`config.mk`:
```
export PLATFORM = sky130hd
export DESIGN_NAME = tpm_lifecycle_ctrl
export DESIGN_NICKNAME = d
export VERILOG_FILES = /design/src/rtl/tpm_lifecycle_ctrl.sv
export SDC_FILE = /design/constraint.sdc
export NUM_CORES = 1
export LEC_CHECK = 0
export ABC_AREA = 1
export ABC_CLOCK_PERIOD_IN_PS = 10050
export CORE_ASPECT_RATIO = 0.75
export CORE_MARGIN = 10
export CORE_UTILIZATION = 55
export CTS_BUF_LIST = sky130_fd_sc_hd__clkbuf_2 sky130_fd_sc_hd__clkbuf_4 sky130_fd_sc_hd__clkbuf_8
export DETAILED_ROUTE_END_ITERATION = 8
export GPL_ROUTABILITY_DRIVEN = 1
export PLACE_DENSITY = 0.81
export SYNTH_ARGS = -nofsm -noshare
export SYNTH_HDL_FRONTEND = slang
export SYNTH_SLANG_ARGS = --single-unit
```
`constraint.sdc`:
```
create_clock -name clock -period 10.05 [get_ports clock]
set_input_delay 1.5075 -clock clock [delete_from_list [all_inputs] [get_ports clock]]
set_output_delay 1.5075 -clock clock [all_outputs]
set_load 0.05 [all_outputs]
```
`src/rtl/tpm_lifecycle_ctrl.sv`:
```
// TPM lifecycle controller: operational-state tracking, Startup/Shutdown decode,
// self-test sequencing over NUM_TESTS engines and saturating lifecycle counters.
module tpm_lifecycle_ctrl #(
  parameter int  CNT_W     = 32,
  parameter int  NUM_TESTS = 40,
  localparam int TIDX_W    = $clog2(NUM_TESTS)
) (
  input  logic                 clock,
  input  logic                 reset,
  input  logic                 orderly_init,
  input  logic                 cmd_valid,
  output logic                 cmd_ready,
  input  logic [31:0]          tpm_cc,
  input  logic [15:0]          cmd_param,
  output logic                 rsp_valid,
  output logic [31:0]          rsp_code,
  output logic                 cmd_fwd,
  output logic                 test_req,
  output logic [TIDX_W-1:0]    test_idx,
  input  logic                 test_done,
  input  logic                 test_pass,
  output logic [2:0]           op_state,
  output logic [1:0]           startup_type,
  output logic                 ph_enable,
  output logic                 ph_enable_nv,
  output logic                 sh_enable,
  output logic                 eh_enable,
  output logic                 s_initialized,
  output logic                 shutdown_save,
  output logic [NUM_TESTS-1:0] untested_mask,
  output logic [CNT_W-1:0]     reset_count,
  output logic [CNT_W-1:0]     restart_count,
  output logic [CNT_W-1:0]     clear_count
);

  typedef enum logic [2:0] {
    ST_POWER_OFF   = 3'd0,
    ST_INIT        = 3'd1,
    ST_STARTUP     = 3'd2,
    ST_OPERATIONAL = 3'd3,
    ST_SELF_TEST   = 3'd4,
    ST_FAILURE     = 3'd5,
    ST_SHUTDOWN    = 3'd6
  } state_e;

  localparam logic [31:0] CC_INC_SELFTEST = 32'h0000_0142;
  localparam logic [31:0] CC_SELFTEST     = 32'h0000_0143;
  localparam logic [31:0] CC_STARTUP      = 32'h0000_0144;
  localparam logic [31:0] CC_SHUTDOWN     = 32'h0000_0145;
  localparam logic [31:0] CC_GETCAP       = 32'h0000_017A;
  localparam logic [31:0] CC_GETTESTRES   = 32'h0000_017C;

  localparam logic [31:0] RC_SUCCESS      = 32'h0000_0000;
  localparam logic [31:0] RC_VALUE        = 32'h0000_0084;
  localparam logic [31:0] RC_INITIALIZE   = 32'h0000_0100;
  localparam logic [31:0] RC_FAILURE      = 32'h0000_0101;

  localparam logic [1:0] SU_RESET   = 2'd1;
  localparam logic [1:0] SU_RESTART = 2'd2;
  localparam logic [1:0] SU_RESUME  = 2'd3;

  localparam logic [TIDX_W-1:0] LAST_IDX = TIDX_W'(NUM_TESTS - 1);

  state_e               r_state, w_state;
  logic                 r_orderly, w_orderly;
  logic                 r_param0, w_param0;
  logic                 r_shutdown_save, w_shutdown_save;
  logic                 r_s_init, w_s_init;
  logic                 r_ph, w_ph;
  logic                 r_ph_nv, w_ph_nv;
  logic                 r_sh, w_sh;
  logic                 r_eh, w_eh;
  logic [1:0]           r_startup_type, w_startup_type;
  logic [NUM_TESTS-1:0] r_untested, w_untested;
  logic [NUM_TESTS-1:0] r_sel, w_sel;
  logic [TIDX_W-1:0]    r_scan_idx, w_scan_idx;
  logic                 r_test_req, w_test_req;
  logic [TIDX_W-1:0]    r_test_idx, w_test_idx;
  logic                 r_rsp_valid, w_rsp_valid;
  logic [31:0]          r_rsp_code, w_rsp_code;
  logic                 r_cmd_fwd, w_cmd_fwd;
  logic [CNT_W-1:0]     r_reset_cnt, w_reset_cnt;
  logic [CNT_W-1:0]     r_restart_cnt, w_restart_cnt;
  logic [CNT_W-1:0]     r_clear_cnt, w_clear_cnt;

  logic w_accept;
  logic w_last;
  logic w_unused_param;

  // Counters stick at all-ones instead of wrapping.
  function automatic logic [CNT_W-1:0] sat_inc(input logic [CNT_W-1:0] val);
    logic [CNT_W-1:0] res;
    if (&val) begin
      res = val;
    end else begin
      res = val + CNT_W'(1);
    end
    return res;
  endfunction

  assign cmd_ready      = (r_state == ST_INIT) || (r_state == ST_OPERATIONAL) ||
                          (r_state == ST_FAILURE);
  assign w_accept       = cmd_valid & cmd_ready;
  assign w_last         = (r_scan_idx == LAST_IDX);
  assign w_unused_param = ^cmd_param[15:1];

  // Next-state and next-output decode for every lifecycle register.
  always_comb begin
    w_state         = r_state;
    w_orderly       = r_orderly;
    w_param0        = r_param0;
    w_shutdown_save = r_shutdown_save;
    w_s_init        = r_s_init;
    w_ph            = r_ph;
    w_ph_nv         = r_ph_nv;
    w_sh            = r_sh;
    w_eh            = r_eh;
    w_startup_type  = r_startup_type;
    w_untested      = r_untested;
    w_sel           = r_sel;
    w_scan_idx      = r_scan_idx;
    w_test_req      = r_test_req;
    w_test_idx      = r_test_idx;
    w_rsp_valid     = 1'b0;
    w_rsp_code      = r_rsp_code;
    w_cmd_fwd       = 1'b0;
    w_reset_cnt     = r_reset_cnt;
    w_restart_cnt   = r_restart_cnt;
    w_clear_cnt     = r_clear_cnt;

    case (r_state)
      ST_POWER_OFF: begin
        w_orderly = orderly_init;
        w_state   = ST_INIT;
      end

      ST_INIT: begin
        if (w_accept) begin
          if (tpm_cc == CC_STARTUP) begin
            w_param0 = cmd_param[0];
            w_state  = ST_STARTUP;
          end else begin
            w_rsp_valid = 1'b1;
            w_rsp_code  = RC_INITIALIZE;
          end
        end else begin
          w_state = ST_INIT;
        end
      end

      // A non-orderly shutdown cannot be resumed: reject without side effects.
      ST_STARTUP: begin
        w_rsp_valid = 1'b1;
        if (!r_orderly && r_param0) begin
          w_rsp_code = RC_VALUE;
          w_state    = ST_INIT;
        end else begin
          w_rsp_code = RC_SUCCESS;
          w_state    = ST_OPERATIONAL;
          w_ph       = 1'b1;
          w_s_init   = 1'b1;
          w_orderly  = 1'b0;
          case ({r_orderly, r_param0})
            2'b00: begin
              w_startup_type = SU_RESET;
              w_reset_cnt    = sat_inc(r_reset_cnt);
              w_restart_cnt  = {CNT_W{1'b0}};
              w_clear_cnt    = {CNT_W{1'b0}};
              w_ph_nv        = 1'b1;
              w_sh           = 1'b1;
              w_eh           = 1'b1;
              w_untested     = {NUM_TESTS{1'b1}};
            end
            2'b10: begin
              w_startup_type = SU_RESTART;
              w_restart_cnt  = sat_inc(r_restart_cnt);
              w_clear_cnt    = sat_inc(r_clear_cnt);
              w_ph_nv        = 1'b1;
              w_sh           = 1'b1;
              w_eh           = 1'b1;
            end
            2'b11: begin
              w_startup_type = SU_RESUME;
              w_restart_cnt  = sat_inc(r_restart_cnt);
            end
            default: begin
              w_startup_type = r_startup_type;
            end
          endcase
        end
      end

      ST_OPERATIONAL: begin
        if (w_accept) begin
          case (tpm_cc)
            CC_STARTUP: begin
              w_rsp_valid = 1'b1;
              w_rsp_code  = RC_INITIALIZE;
            end
            CC_SHUTDOWN: begin
              w_param0 = cmd_param[0];
              w_state  = ST_SHUTDOWN;
            end
            CC_SELFTEST: begin
              w_sel      = cmd_param[0] ? {NUM_TESTS{1'b1}} : r_untested;
              w_scan_idx = {TIDX_W{1'b0}};
              w_state    = ST_SELF_TEST;
            end
            CC_INC_SELFTEST: begin
              w_sel      = r_untested;
              w_scan_idx = {TIDX_W{1'b0}};
              w_state    = ST_SELF_TEST;
            end
            default: begin
              w_cmd_fwd   = 1'b1;
              w_rsp_valid = 1'b1;
              w_rsp_code  = RC_SUCCESS;
            end
          endcase
        end else begin
          w_state = ST_OPERATIONAL;
        end
      end

      ST_SHUTDOWN: begin
        w_orderly       = 1'b1;
        w_shutdown_save = r_param0;
        w_rsp_valid     = 1'b1;
        w_rsp_code      = RC_SUCCESS;
        w_state         = ST_OPERATIONAL;
      end

      // test_req doubles as the wait-for-done phase of the scan.
      ST_SELF_TEST: begin
        if (r_test_req) begin
          if (test_done) begin
            w_test_req = 1'b0;
            if (test_pass) begin
              w_untested[r_test_idx] = 1'b0;
              if (w_last) begin
                w_rsp_valid = 1'b1;
                w_rsp_code  = RC_SUCCESS;
                w_state     = ST_OPERATIONAL;
              end else begin
                w_scan_idx = r_scan_idx + TIDX_W'(1);
              end
            end else begin
              w_rsp_valid = 1'b1;
              w_rsp_code  = RC_FAILURE;
              w_state     = ST_FAILURE;
            end
          end else begin
            w_test_req = 1'b1;
          end
        end else if (r_sel[r_scan_idx]) begin
          w_test_req = 1'b1;
          w_test_idx = r_scan_idx;
        end else if (w_last) begin
          w_rsp_valid = 1'b1;
          w_rsp_code  = RC_SUCCESS;
          w_state     = ST_OPERATIONAL;
        end else begin
          w_scan_idx = r_scan_idx + TIDX_W'(1);
        end
      end

      ST_FAILURE: begin
        if (w_accept) begin
          w_rsp_valid = 1'b1;
          if ((tpm_cc == CC_GETTESTRES) || (tpm_cc == CC_GETCAP)) begin
            w_cmd_fwd  = 1'b1;
            w_rsp_code = RC_SUCCESS;
          end else begin
            w_rsp_code = RC_FAILURE;
          end
        end else begin
          w_state = ST_FAILURE;
        end
      end

      default: begin
        w_test_req = 1'b0;
        w_state    = ST_FAILURE;
      end
    endcase
  end

  // State and output registers; reset also kills an in-flight test request.
  always_ff @(posedge clock or posedge reset) begin
    if (reset) begin
      r_state         <= ST_POWER_OFF;
      r_orderly       <= 1'b0;
      r_param0        <= 1'b0;
      r_shutdown_save <= 1'b0;
      r_s_init        <= 1'b0;
      r_ph            <= 1'b0;
      r_ph_nv         <= 1'b0;
      r_sh            <= 1'b0;
      r_eh            <= 1'b0;
      r_startup_type  <= 2'd0;
      r_untested      <= {NUM_TESTS{1'b1}};
      r_sel           <= {NUM_TESTS{1'b0}};
      r_scan_idx      <= {TIDX_W{1'b0}};
      r_test_req      <= 1'b0;
      r_test_idx      <= {TIDX_W{1'b0}};
      r_rsp_valid     <= 1'b0;
      r_rsp_code      <= 32'h0000_0000;
      r_cmd_fwd       <= 1'b0;
      r_reset_cnt     <= {CNT_W{1'b0}};
      r_restart_cnt   <= {CNT_W{1'b0}};
      r_clear_cnt     <= {CNT_W{1'b0}};
    end else begin
      r_state         <= w_state;
      r_orderly       <= w_orderly;
      r_param0        <= w_param0;
      r_shutdown_save <= w_shutdown_save;
      r_s_init        <= w_s_init;
      r_ph            <= w_ph;
      r_ph_nv         <= w_ph_nv;
      r_sh            <= w_sh;
      r_eh            <= w_eh;
      r_startup_type  <= w_startup_type;
      r_untested      <= w_untested;
      r_sel           <= w_sel;
      r_scan_idx      <= w_scan_idx;
      r_test_req      <= w_test_req;
      r_test_idx      <= w_test_idx;
      r_rsp_valid     <= w_rsp_valid;
      r_rsp_code      <= w_rsp_code;
      r_cmd_fwd       <= w_cmd_fwd;
      r_reset_cnt     <= w_reset_cnt;
      r_restart_cnt   <= w_restart_cnt;
      r_clear_cnt     <= w_clear_cnt;
    end
  end

  assign op_state      = r_state;
  assign startup_type  = r_startup_type;
  assign ph_enable     = r_ph;
  assign ph_enable_nv  = r_ph_nv;
  assign sh_enable     = r_sh;
  assign eh_enable     = r_eh;
  assign s_initialized = r_s_init;
  assign shutdown_save = r_shutdown_save;
  assign untested_mask = r_untested;
  assign test_req      = r_test_req;
  assign test_idx      = r_test_idx;
  assign rsp_valid     = r_rsp_valid;
  assign rsp_code      = r_rsp_code;
  assign cmd_fwd       = r_cmd_fwd;
  assign reset_count   = r_reset_cnt;
  assign restart_count = r_restart_cnt;
  assign clear_count   = r_clear_cnt;

endmodule
```
== Yosys cells after proc, flatten, opt, wreduce, memory -nomap -nowiden ==
Cells that the tools add are included.
Storage, ports and cells
  flip-flop bits (word level): 233
  output and inout port bits: 189
  logic and storage cells: 185
Cells by class
  add/sub/neg operators: 4
  magnitude comparators: 3
  equality and inequality tests: 36
  mux-type cells: 77
  bitwise logic cells: 6
  reductions and logical operators: 41
Operator list (count)
  two-way mux 32 bit: 11
  two-way mux 40 bit: 6
  == test 32 x 9 -> 1 bit, second input constant: 6
  one-hot mux 32 bit (2 select lines): 3
  one-hot mux 32 bit (6 select lines): 1
  one-hot mux 40 bit (2 select lines): 2
  adder 32 x 1 -> 32 bit, second input constant: 3
  AND reduction 32 bit: 3
  two-way mux 6 bit: 7
  bitwise AND 40 bit: 1
  NOT 40 bit: 1
  two-way mux 3 bit: 9
  inequality test 2 bit, second input constant: 13
  two-way mux 1 bit: 24
  one-hot mux 3 bit (7 select lines): 1
  < comparator 6 x 7 -> 1 bit, second input constant: 2
  one-hot mux 6 bit (2 select lines): 1
  AND reduction 3 bit: 4
  AND reduction 4 bit: 3
  AND reduction 6 bit: 2
  nonzero test 2 bit: 6
  AND reduction 5 bit: 2
  == test 3 bit, second input constant: 3
  two-way mux 9 bit: 1
  other kinds (34): 52

== Logic depth before layout (Yosys ltp) ==
Gate-level depths: netlist of the first run.
  word-level depth: 10
  mapped depth: 15
  mapped depth without buffers: 13

== Worst setup path after synthesis of the first run ==
No wires, ideal clock.
  path type: input to register
  start: in tpm_cc[23]
  end: reg r_sel[10]
  setup time: 125 ps
  arrival time: 3074 ps
  required time: 9925 ps
  setup slack: 6851 ps
  stages on the path: 9
  cell sequence: nor2_1 -> nand2_1 -> nor2_1 -> nand2_1 -> nor2_2 -> nor2_1 -> nor3_4 -> buf_12 -> mux2_4
Between the ends
  word-level cells in the longest chain between the ends: 3
  elaborated cells between the ends (all ways): 5
Ends and longest elaborated chain
  start: declaration: line 13  | input logic [31:0] tpm_cc,
  == test 32 x 9 -> 1 bit: line 195  | case (tpm_cc)
  nonzero test 2 bit (no line)
  AND reduction 3 bit (no line)
  end signal: assignment: line 302  | r_sel <= {NUM_TESTS{1'b0}};
  end signal: assignment: line 324  | r_sel <= w_sel;
  end: declaration: line 75  | logic [NUM_TESTS-1:0] r_sel, w_sel;
Several ways; a longest one is shown, not always the timed one.
A chain may end at the register's enable or synchronous reset.

== Final worst setup path of the first run ==
  start: reg r_scan_idx[0]
  end: reg r_rsp_code[7], in the netlist rsp_code[7]
Between the ends
  word-level cells in the longest chain between the ends: 6
  elaborated cells between the ends (all ways): 11
Ends and longest elaborated chain
  start: declaration: line 76  | logic [TIDX_W-1:0] r_scan_idx, w_scan_idx;
  start signal: assignment: line 303  | r_scan_idx <= {TIDX_W{1'b0}};
  start signal: assignment: line 325  | r_scan_idx <= w_scan_idx;
  parallel branches: the longest is 6 deep, another holds AND reduction 8 bit
  end signal: assignment: line 329  | r_rsp_code <= w_rsp_code;
  end: declaration: line 80  | logic [31:0] r_rsp_code, w_rsp_code;
Several ways; the timed one is not identified. The select of a mux whose other input is x is not followed.

==> results.toml, run 1 <==
[run_status]
status = "finished clean"

[critical_path]
crit_type = "reg2reg"
crit_family = "simple AND/OR/NAND/NOR gates"
worstPathArrival_ns = 4.97
cp_cell_sequence = "inv_1 -> nand2_1 -> nand3_1 -> nand3_1 -> nand2_1 -> nand2_1 -> nand3_1 -> nand3_1 -> nand2_1 -> nand2_2 -> nand3_1 -> buf_4 -> nand2_1 -> nand2_1"
crit_top_cell = "nand2_1"
cpPeakStageDelay_ns = 0.93
critPathSlowestCell = "dfrtp_1"
worstPathRequired_ns = 10.45
crit_buf_inv = 2
cp_max_fo = 57
endpoint_kind = "flip-flop"
worstSetupStartpointType = "flip-flop"

[place]
place.gp.congestion = 1.01
place_area_um2 = 15500
dp.cells = 2128
port_buffers = 227
hpwl_mm = 28.7

[clock_tree]
cts_setup_buffers = 0
cts_tree = "built"
cts.sinks = 233
cts.path.max_buffers = 3
cts_hold_buf = 0
cts_max_level = 2
numCtsBuffers = 39
clkSlewWorstSetupHoldPaths_ns = 0.06
clock_latency_ns = 0.54
cts_resized = 0
ctsRootBufferMaster = "clkbuf_8"

[global_routing]
grt_pass1_wl_mm = 66.2
antenna_found_initial = 2
grt_pass1_vias = 12300
overflow = 0
grt_max_degree = 155
grtUsageTotal_pct = 26.2

[pwr]
p_per_area_nw_per_um2 = 164
sw_frac_of_total_pct = 35.9
peakVddDrop_mv = 0.157
seqPwrFrac_pct = 39.4
switchingPower_uw = 967
p_int_uw = 1730
power.leakage_uw = 0.00691
power_frac_comb_pct = 24.6
clockPowerShare_pct = 36.0

[logic_synthesis]
synth_area_per_cell_um2 = 7.91
ys_warn_count = 0
synth_area_leaders = "dfrtp_1 37%, nand2_1 13%, dfstp_2 8.0%"
yosysUniqueCellTypes = 44
synth_seq_area_share_pct = 44.6
synth_nets = 1726
netlist.area_leader.share_pct = 36.6
postSynthRegisterBits = 233
syn_area_um2 = 13200
synth_top_cell_by_area = "dfrtp_1"
synthCells = 1668

[timing]
period_share_pct = 45.4
rsz0062_at_grt = "false"
maxSlewHeadroom_pct = 23.8
holdWs_ns = 0.486
fin_crit_ns = 4.56
tns_ns = 0
slew_violations = 0
finClkSkew_ns = 0.0268
setup_violations = 0
hold_viol_final = 0
worst_slew_pin_slew_ns = 1.14
timing.fmax_mhz = 219

[finish]
nets = 1927
final_util_pct = 70.6
num-fill-cells = 1835
synthToLayoutAreaGrowth_pct = 24.7
fin_cells = 2201
design_area_um2 = 16400
multi_input_area_um2 = 6490
mostFrequentLayoutCells = "451 x nand2_1, 227 x clkdlybuf4s50_1, 193 x dfrtp_1"
drive_above_1_share_pct = 9.85
seqCellArea_um2 = 5880
final_common_cell = "nand2_1"

[floorplan]
fp.dieH_um = 154
core-area_um2 = 23300
ios = 243
fp-row-count = 48
start_util_pct = 56.6
dieArea_um2 = 30600
fp.dieW_um = 199

[route]
first_pass_iters = 5
drt-vias-per-instance = 5.85
ant_nets = 0
wl_per_cell_um = 18.7
drtIter0Drc = 1102
wirelength_mm = 41.2
vias = 12900
drc_errors = 0

[flow_run]
max_cap_viol_count = 0

[min_path]
min_path_type = "reg2reg"
[path summary, 6_finish.rpt]
kind	slack, ns	cells past startpoint	endpoint	startpoint
max in group asynchronous	6.72	3	r_sel[39]	reset
setup / recovery	5.49	14	rsp_code[7]	r_scan_idx[0]
hold / removal	0.49	2	untested_mask[2]	untested_mask[2]
setup reg to reg	5.49	14	rsp_code[7]	r_scan_idx[0]
min in group asynchronous	1.62	2	r_sel[23]	reset
hold reg to reg	0.49	2	untested_mask[2]	untested_mask[2]
[Yosys cell counts (all sizes together)]
cell	n
nand2	455
nor3	61
nor4b	1
nand4	73
nand3b	3
buf	34
and2	1
nor4	13
or2	7
clkbuf	43
ha	4
dfstp	40
a31oi	5
o31ai	32
a21oi	24
nor3b	4
o21bai	40
o2111ai	1
o211ai	31
mux2	36
o21a	2
o21ai	100
xor2	34
xnor2	25
a2bb2oi	1
o211a	1
or3	1
nand3	105
nor2	182
inv	115
dfrtp	193
a211oi	1
[power groups by stage]
stage               sequential, uW  combinational (uW)  clock (uW)
detailed placement            1070                 659           0
CTS                           1060                 662         985
finish                        1060                 662         971
floorplan                     1170                 341           0
global route                  1070                 715        1020
global placement              1070                 648           0
[stage by stage]
step	worst slack [ns]	power, uW
4_1_cts	5.50	2710
3_5_place_dp	5.43	1730
2_1_floorplan	2.22	1510
5_1_grt	5.08	2810
3_3_place_gp	5.50	1720
6_report	5.49	2690
[state kept, by name, summed over array words and instances, names as in the netlist, 2 cells and up]
name	cells
reset_count	32
r_sel	40
untested_mask	40
r_scan_idx	6
clear_count	32
op_state	3
restart_count	32
rsp_code	32
startup_type	2
test_idx	6
[layout make-up]
cell class,count,area share [%]
tap,300,2.28
antenna,2,0.0304
clock buffer,66,5.03
multi-input combinational,1243,39.5
inverter,115,2.67
timing repair buffer,237,14.3
clock inverter,5,0.495
sequential,233,35.8
[cell families (layout without fill, tap and decap cells)]
kind of cell               after synthesis  after routing  share of synthesized area [%]
DFF                                    233            233                           44.6
other                                    0              2                              0
xor gates and xnor gates                59             59                           3.92
AOI/OAI and AO/OA                      238            238                           11.2
and+or+nand+nor                        906            906                           29.7
muxes                                   36             36                           3.98
adders and majority gates                4              4                          0.379
buffers and inverters                  192            423                           6.27
[worst min-delay path, stage by stage, from the launching register on]
cell     delay (ns)
dfstp_2        0.37
o21ai_0        0.06
nand2_1        0.05
[layer usage]
| metal | GRT usage [%] | wire [um] |
|---|---|---|
| met3 | 6.41 | 3820 |
| met2 | 40.4 | 18600 |
| met1 | 35.8 | 17800 |
| met4 | 7.83 | 946 |
| met5 | 0 | 0 |
(Power assumes the default switching activity.)
==> run 2, diff against run 1 <==
- ABC_CLOCK_PERIOD_IN_PS: 10050 -> 4700
- clock period: 10.05 -> 4.7 ns (I/O delays scaled with it)
==> run 2 against run 1 <==
  * Sequential cell count unchanged
  * Clock skew up 0.0040 ns
  * Via count up 0.40%
  * Wire length up 1.1%
  * Cell area up 0.97%
  * Register-to-register slack worse by 4.3 ns
  * Largest cell class unchanged
  * Largest power group is now the clock network
  * Highest routed layer unchanged
==> results.toml, run 2 (same netlist as run 1, synthesis figures left out) <==
[clock_tree]
cts_resized = 0
cts.path.max_buffers = 3
numCtsBuffers = 38
clkSlewWorstSetupHoldPaths_ns = 0.06
clock_latency_ns = 0.57
cts_setup_buffers = 0
cts_tree = "built"
cts.sinks = 233
ctsRootBufferMaster = "clkbuf_8"
cts_max_level = 2
cts_hold_buf = 0

[route]
wl_per_cell_um = 18.9
ant_nets = 0
drc_errors = 0
vias = 12900
first_pass_iters = 7
wirelength_mm = 41.6
drt-vias-per-instance = 5.86
drtIter0Drc = 1075

[min_path]
min_path_type = "reg2reg"
min_delay_path_depth = 2

[finish]
drive_above_1_share_pct = 10.0
mostFrequentLayoutCells = "451 x nand2_1, 227 x clkdlybuf4s50_1, 193 x dfrtp_1"
final_common_cell = "nand2_1"
synthToLayoutAreaGrowth_pct = 25.9
nets = 1931

[critical_path]
critPathSlowestCell = "dfrtp_1"
worstSetupStartpointType = "flip-flop"
cp_cell_sequence = "inv_1 -> nand2_1 -> nand3_1 -> nand3_1 -> nand2_1 -> nand2_1 -> nand3_1 -> nand3_1 -> nand2_1 -> nand2_2 -> nand3_1 -> buf_4 -> nand2_1 -> nand2_1"
crit_top_cell = "nand2_1"
cpPeakStageDelay_ns = 0.90
crit_family = "simple AND/OR/NAND/NOR gates"
crit_type = "reg2reg"
endpoint_kind = "flip-flop"
reg2reg_depth = 14
crit_buf_inv = 2
worstPathRequired_ns = 5.13
cp.depth = 14
cp_max_fo = 26
worstPathArrival_ns = 3.95

[place]
hpwl_mm = 28.8
port_buffers = 227
place.gp.congestion = 0.965

[floorplan]
core-area_um2 = 23300
fp.dieW_um = 199
fp-row-count = 48
dieArea_um2 = 30600
start_util_pct = 56.6
ios = 243
fp.dieH_um = 154

[global_routing]
grtUsageTotal_pct = 26.9
grt_max_degree = 126
overflow = 0
antenna_found_initial = 2
grt_pass1_vias = 12400
grt_pass1_wl_mm = 67.7

[timing]
fin_crit_ns = 3.52
maxSlewHeadroom_pct = 32.9
slew_violations = 0
hold_viol_final = 0
period_share_pct = 74.9
tns_ns = 0
setup_violations = 0
finClkSkew_ns = 0.0308
rsz0062_at_grt = "false"
timing.fmax_mhz = 284
worst_slew_pin_slew_ns = 0.998

[pwr]
p_per_area_nw_per_um2 = 362
p_total_uw = 6000
power.leakage_uw = 0.00697
peakVddDrop_mv = 0.367

[run_status]
status = "finished clean"

[flow_run]
max_cap_viol_count = 0
run 2: cell types whose count changed in the layout (fill, tap and decap cells not counted), sizes merged:
cell	delta
clkbuf	-11
bufinv	+6
buf	+5
clkinvlp	+4
clkinv	+1
inv	-1
run 2: power by group:
group	switching, uW	internal [uW]
logic	1040	374
clock network	891	1440
registers	160	2100
run 2: layout make-up:
class                   count  area [um^2]
diodes                      2         5.00
clock buffers              55          719
clock inverters            15          289
fillers                  1885         6700
inverters                 115          435
multi-input cells        1243         6490
flip-flops and latches    233         5880
well taps                 300          375
repair buffers            242         2410
run 2: final timing paths:
check	slack, ns	endpoint	startpoint
max	1.18	rsp_code[6]	r_scan_idx[0]
min	0.49	untested_mask[35]	untested_mask[35]
max reg2reg	1.18	rsp_code[6]	r_scan_idx[0]
min reg2reg	0.49	untested_mask[35]	untested_mask[35]
max in group asynchronous	3.15	reset_count[1]	reset
min in group asynchronous	0.54	restart_count[12]	reset
run 2: layer usage:
metal  wire length, um  track usage (%)  share of wire (%)  vias up
met5                 0                0                  0        -
met4               825             7.25                2.0        0
met3              4330             7.04                 10       66
met2             19200             41.2                 46      635
met1             17300             36.8                 42     6203
li1                  -                -                  -     6020
run 2: per-stage QoR:
stage                     worst slack (ns)  util [%]  area, um^2  instances  hold WS [ns]
final                                 1.18      71.3       16600       2205         0.487
after global routing                 0.793      71.3       16600       2205         0.508
after detailed placement              1.23      66.9       15600       2133         0.476
after floorplan                      0.978         -       13200       1668         0.462
after global placement                1.35      66.9       15600       2133         0.468
after CTS                             1.21      71.2       16600       2203         0.486
run 2: worst reg2reg max path, cell delays in order (launching register included):
cell and delay (ns):
dfrtp_1 0.90, inv_1 0.57, nand2_1 0.19, nand3_1 0.09, nand3_1 0.10, nand2_1 0.11, nand2_1 0.08, nand3_1 0.06
nand3_1 0.09, nand2_1 0.08, nand2_2 0.29, nand3_1 0.36, buf_4 0.35, nand2_1 0.10, nand2_1 0.05
==> run 3, diff against run 2 <==
- ABC_CLOCK_PERIOD_IN_PS: 4700 -> 3410
- clock period: 4.7 -> 3.41 ns (I/O delays scaled with it)
==> run 3 against run 2 <==
  * Global-route usage shrank 0.098 points
  * Sequential share of layout area grew 0.091 points
  * First-iteration DRC count grew 6.0%
  * Critical path depth shrank 9
  * Clock power grew 15%
==> results.toml, run 3 (same netlist as run 1, synthesis figures left out) <==
[finish]
mostFrequentLayoutCells = "451 x nand2_1, 227 x clkdlybuf4s50_1, 193 x dfrtp_1"
num-fill-cells = 1859
seqCellArea_um2 = 5880
multi_input_area_um2 = 6490
antenna_cells = 0
synthToLayoutAreaGrowth_pct = 25.5
nets = 1945
final_util_pct = 71.1
drive_above_1_share_pct = 10.6
final_common_cell = "nand2_1"

[floorplan]
fp-row-count = 48
ios = 243
fp.dieW_um = 199
fp.dieH_um = 154
start_util_pct = 56.6
dieArea_um2 = 30600
core-area_um2 = 23300

[run_status]
status = "finished clean"

[critical_path]
r2r-end = "clear_count[20]"
reg2reg_depth = 11
r2r-start = "clear_count[0]"
cp_max_fo = 7
crit_type = "reg2out"
worstPathArrival_ns = 2.44
worstSetupStartpointType = "flip-flop"
rrSetupSlack_ns = 0.52
endpoint_kind = "output port"
worstPathRequired_ns = 2.90

[clock_tree]
cts_tree = "built"
cts_max_level = 2
cts_hold_buf = 0
cts_setup_buffers = 0
clock_latency_ns = 0.55
cts_resized = 0
numCtsBuffers = 39
ctsRootBufferMaster = "clkbuf_8"
cts.sinks = 233
clkSlewWorstSetupHoldPaths_ns = 0.07
cts.path.max_buffers = 3

[place]
port_buffers = 227
place.gp.congestion = 0.983
hpwl_mm = 29.8

[timing]
maxSlewHeadroom_pct = 46.5
period_share_pct = 86.6
finClkSkew_ns = 0.0219
hold_viol_final = 0
slew_violations = 0
rsz0062_at_grt = "false"
worst_slew_pin_slew_ns = 0.801
holdWs_ns = 0.368
fin_crit_ns = 2.95
setup_violations = 0
timing.fmax_mhz = 339

[route]
ant_nets = 0
drt-vias-per-instance = 5.80
first_pass_iters = 5
wirelength_mm = 41.5
drtIter0Drc = 1140
wl_per_cell_um = 18.7
vias = 12900
drc_errors = 0

[flow_run]
max_cap_viol_count = 0

[global_routing]
antenna_found_initial = 1
overflow = 0
grtUsageTotal_pct = 26.8
grt_pass1_wl_mm = 67.1
grt_max_degree = 77
grt_pass1_vias = 12300

[pwr]
power.leakage_uw = 0.00698
p_per_area_nw_per_um2 = 471
peakVddDrop_mv = 0.590

[min_path]
min_path_type = "in2async"
-- run 3: cell types whose count changed in the layout (fill, tap and decap cells not counted), moves of 2 or more --
cell / change
buf_4: +10
bufinv_16: -7
clkbuf_4: +7
buf_12: +3
clkinv_2: +3
diode_2: -2
-- run 3: critical path: stages, from the launching register on --
cell,delay (ns)
dfrtp_1,0.51
nand2_1,0.15
nor2_2,0.20
inv_2,0.07
nand2_1,0.12
clkdlybuf4s50_1,0.85
-- run 3: how the worst max path moves through the flow --
stage	from	end	slack, ns	depth (start not counted)
finish	op_state[2]	cmd_ready	0.46	5
global route	clear_count[0]	clear_count[20]	0.14	11
CTS	op_state[2]	cmd_ready	0.48	5
detailed placement	tpm_cc[3]	rsp_code[30]	0.61	11
global placement	tpm_cc[12]	rsp_valid	0.67	12
floorplan	reset	clear_count[0]	-0.12	1
-- run 3: report_power, final --
part,switching (uW),leakage (uW),internal [uW]
Clock,1180,0.000439,1490
Sequential,177,0.00306,2900
Combinational,1480,0.00348,572
-- run 3: metal layers --
layer  track usage, %  vias to the layer above  part of all wire (%)
met5                0                        -                 0.029
met4             8.34                        2                   2.5
met3             6.59                       84                   9.2
met2             41.2                      569                    45
met1             36.4                     6155                    43
li1                 -                     6041                     -
-- run 3: final cells by class --
| cell class | count | area share [%] |
|---|---|---|
| inverter | 115 | 2.63 |
| clock buffer | 61 | 4.58 |
| clock inverter | 9 | 0.468 |
| multi-input combinational | 1243 | 39.2 |
| timing repair buffer | 255 | 15.4 |
| tap | 300 | 2.27 |
| sequential | 233 | 35.5 |
-- run 3: per-stage QoR --
stage	worst slack [ns]	cell area, um^2	total power [uW]	setup TNS [ns]	cells
3_3_place_gp	0.668	15700	5140	0	2146
6_report	0.456	16600	7810	0	2216
5_1_grt	0.138	16600	8180	0	2216
2_1_floorplan	-0.119	13200	4450	-22.92	1668
4_1_cts	0.482	16600	7840	0	2216
3_5_place_dp	0.611	15700	5150	0	2146
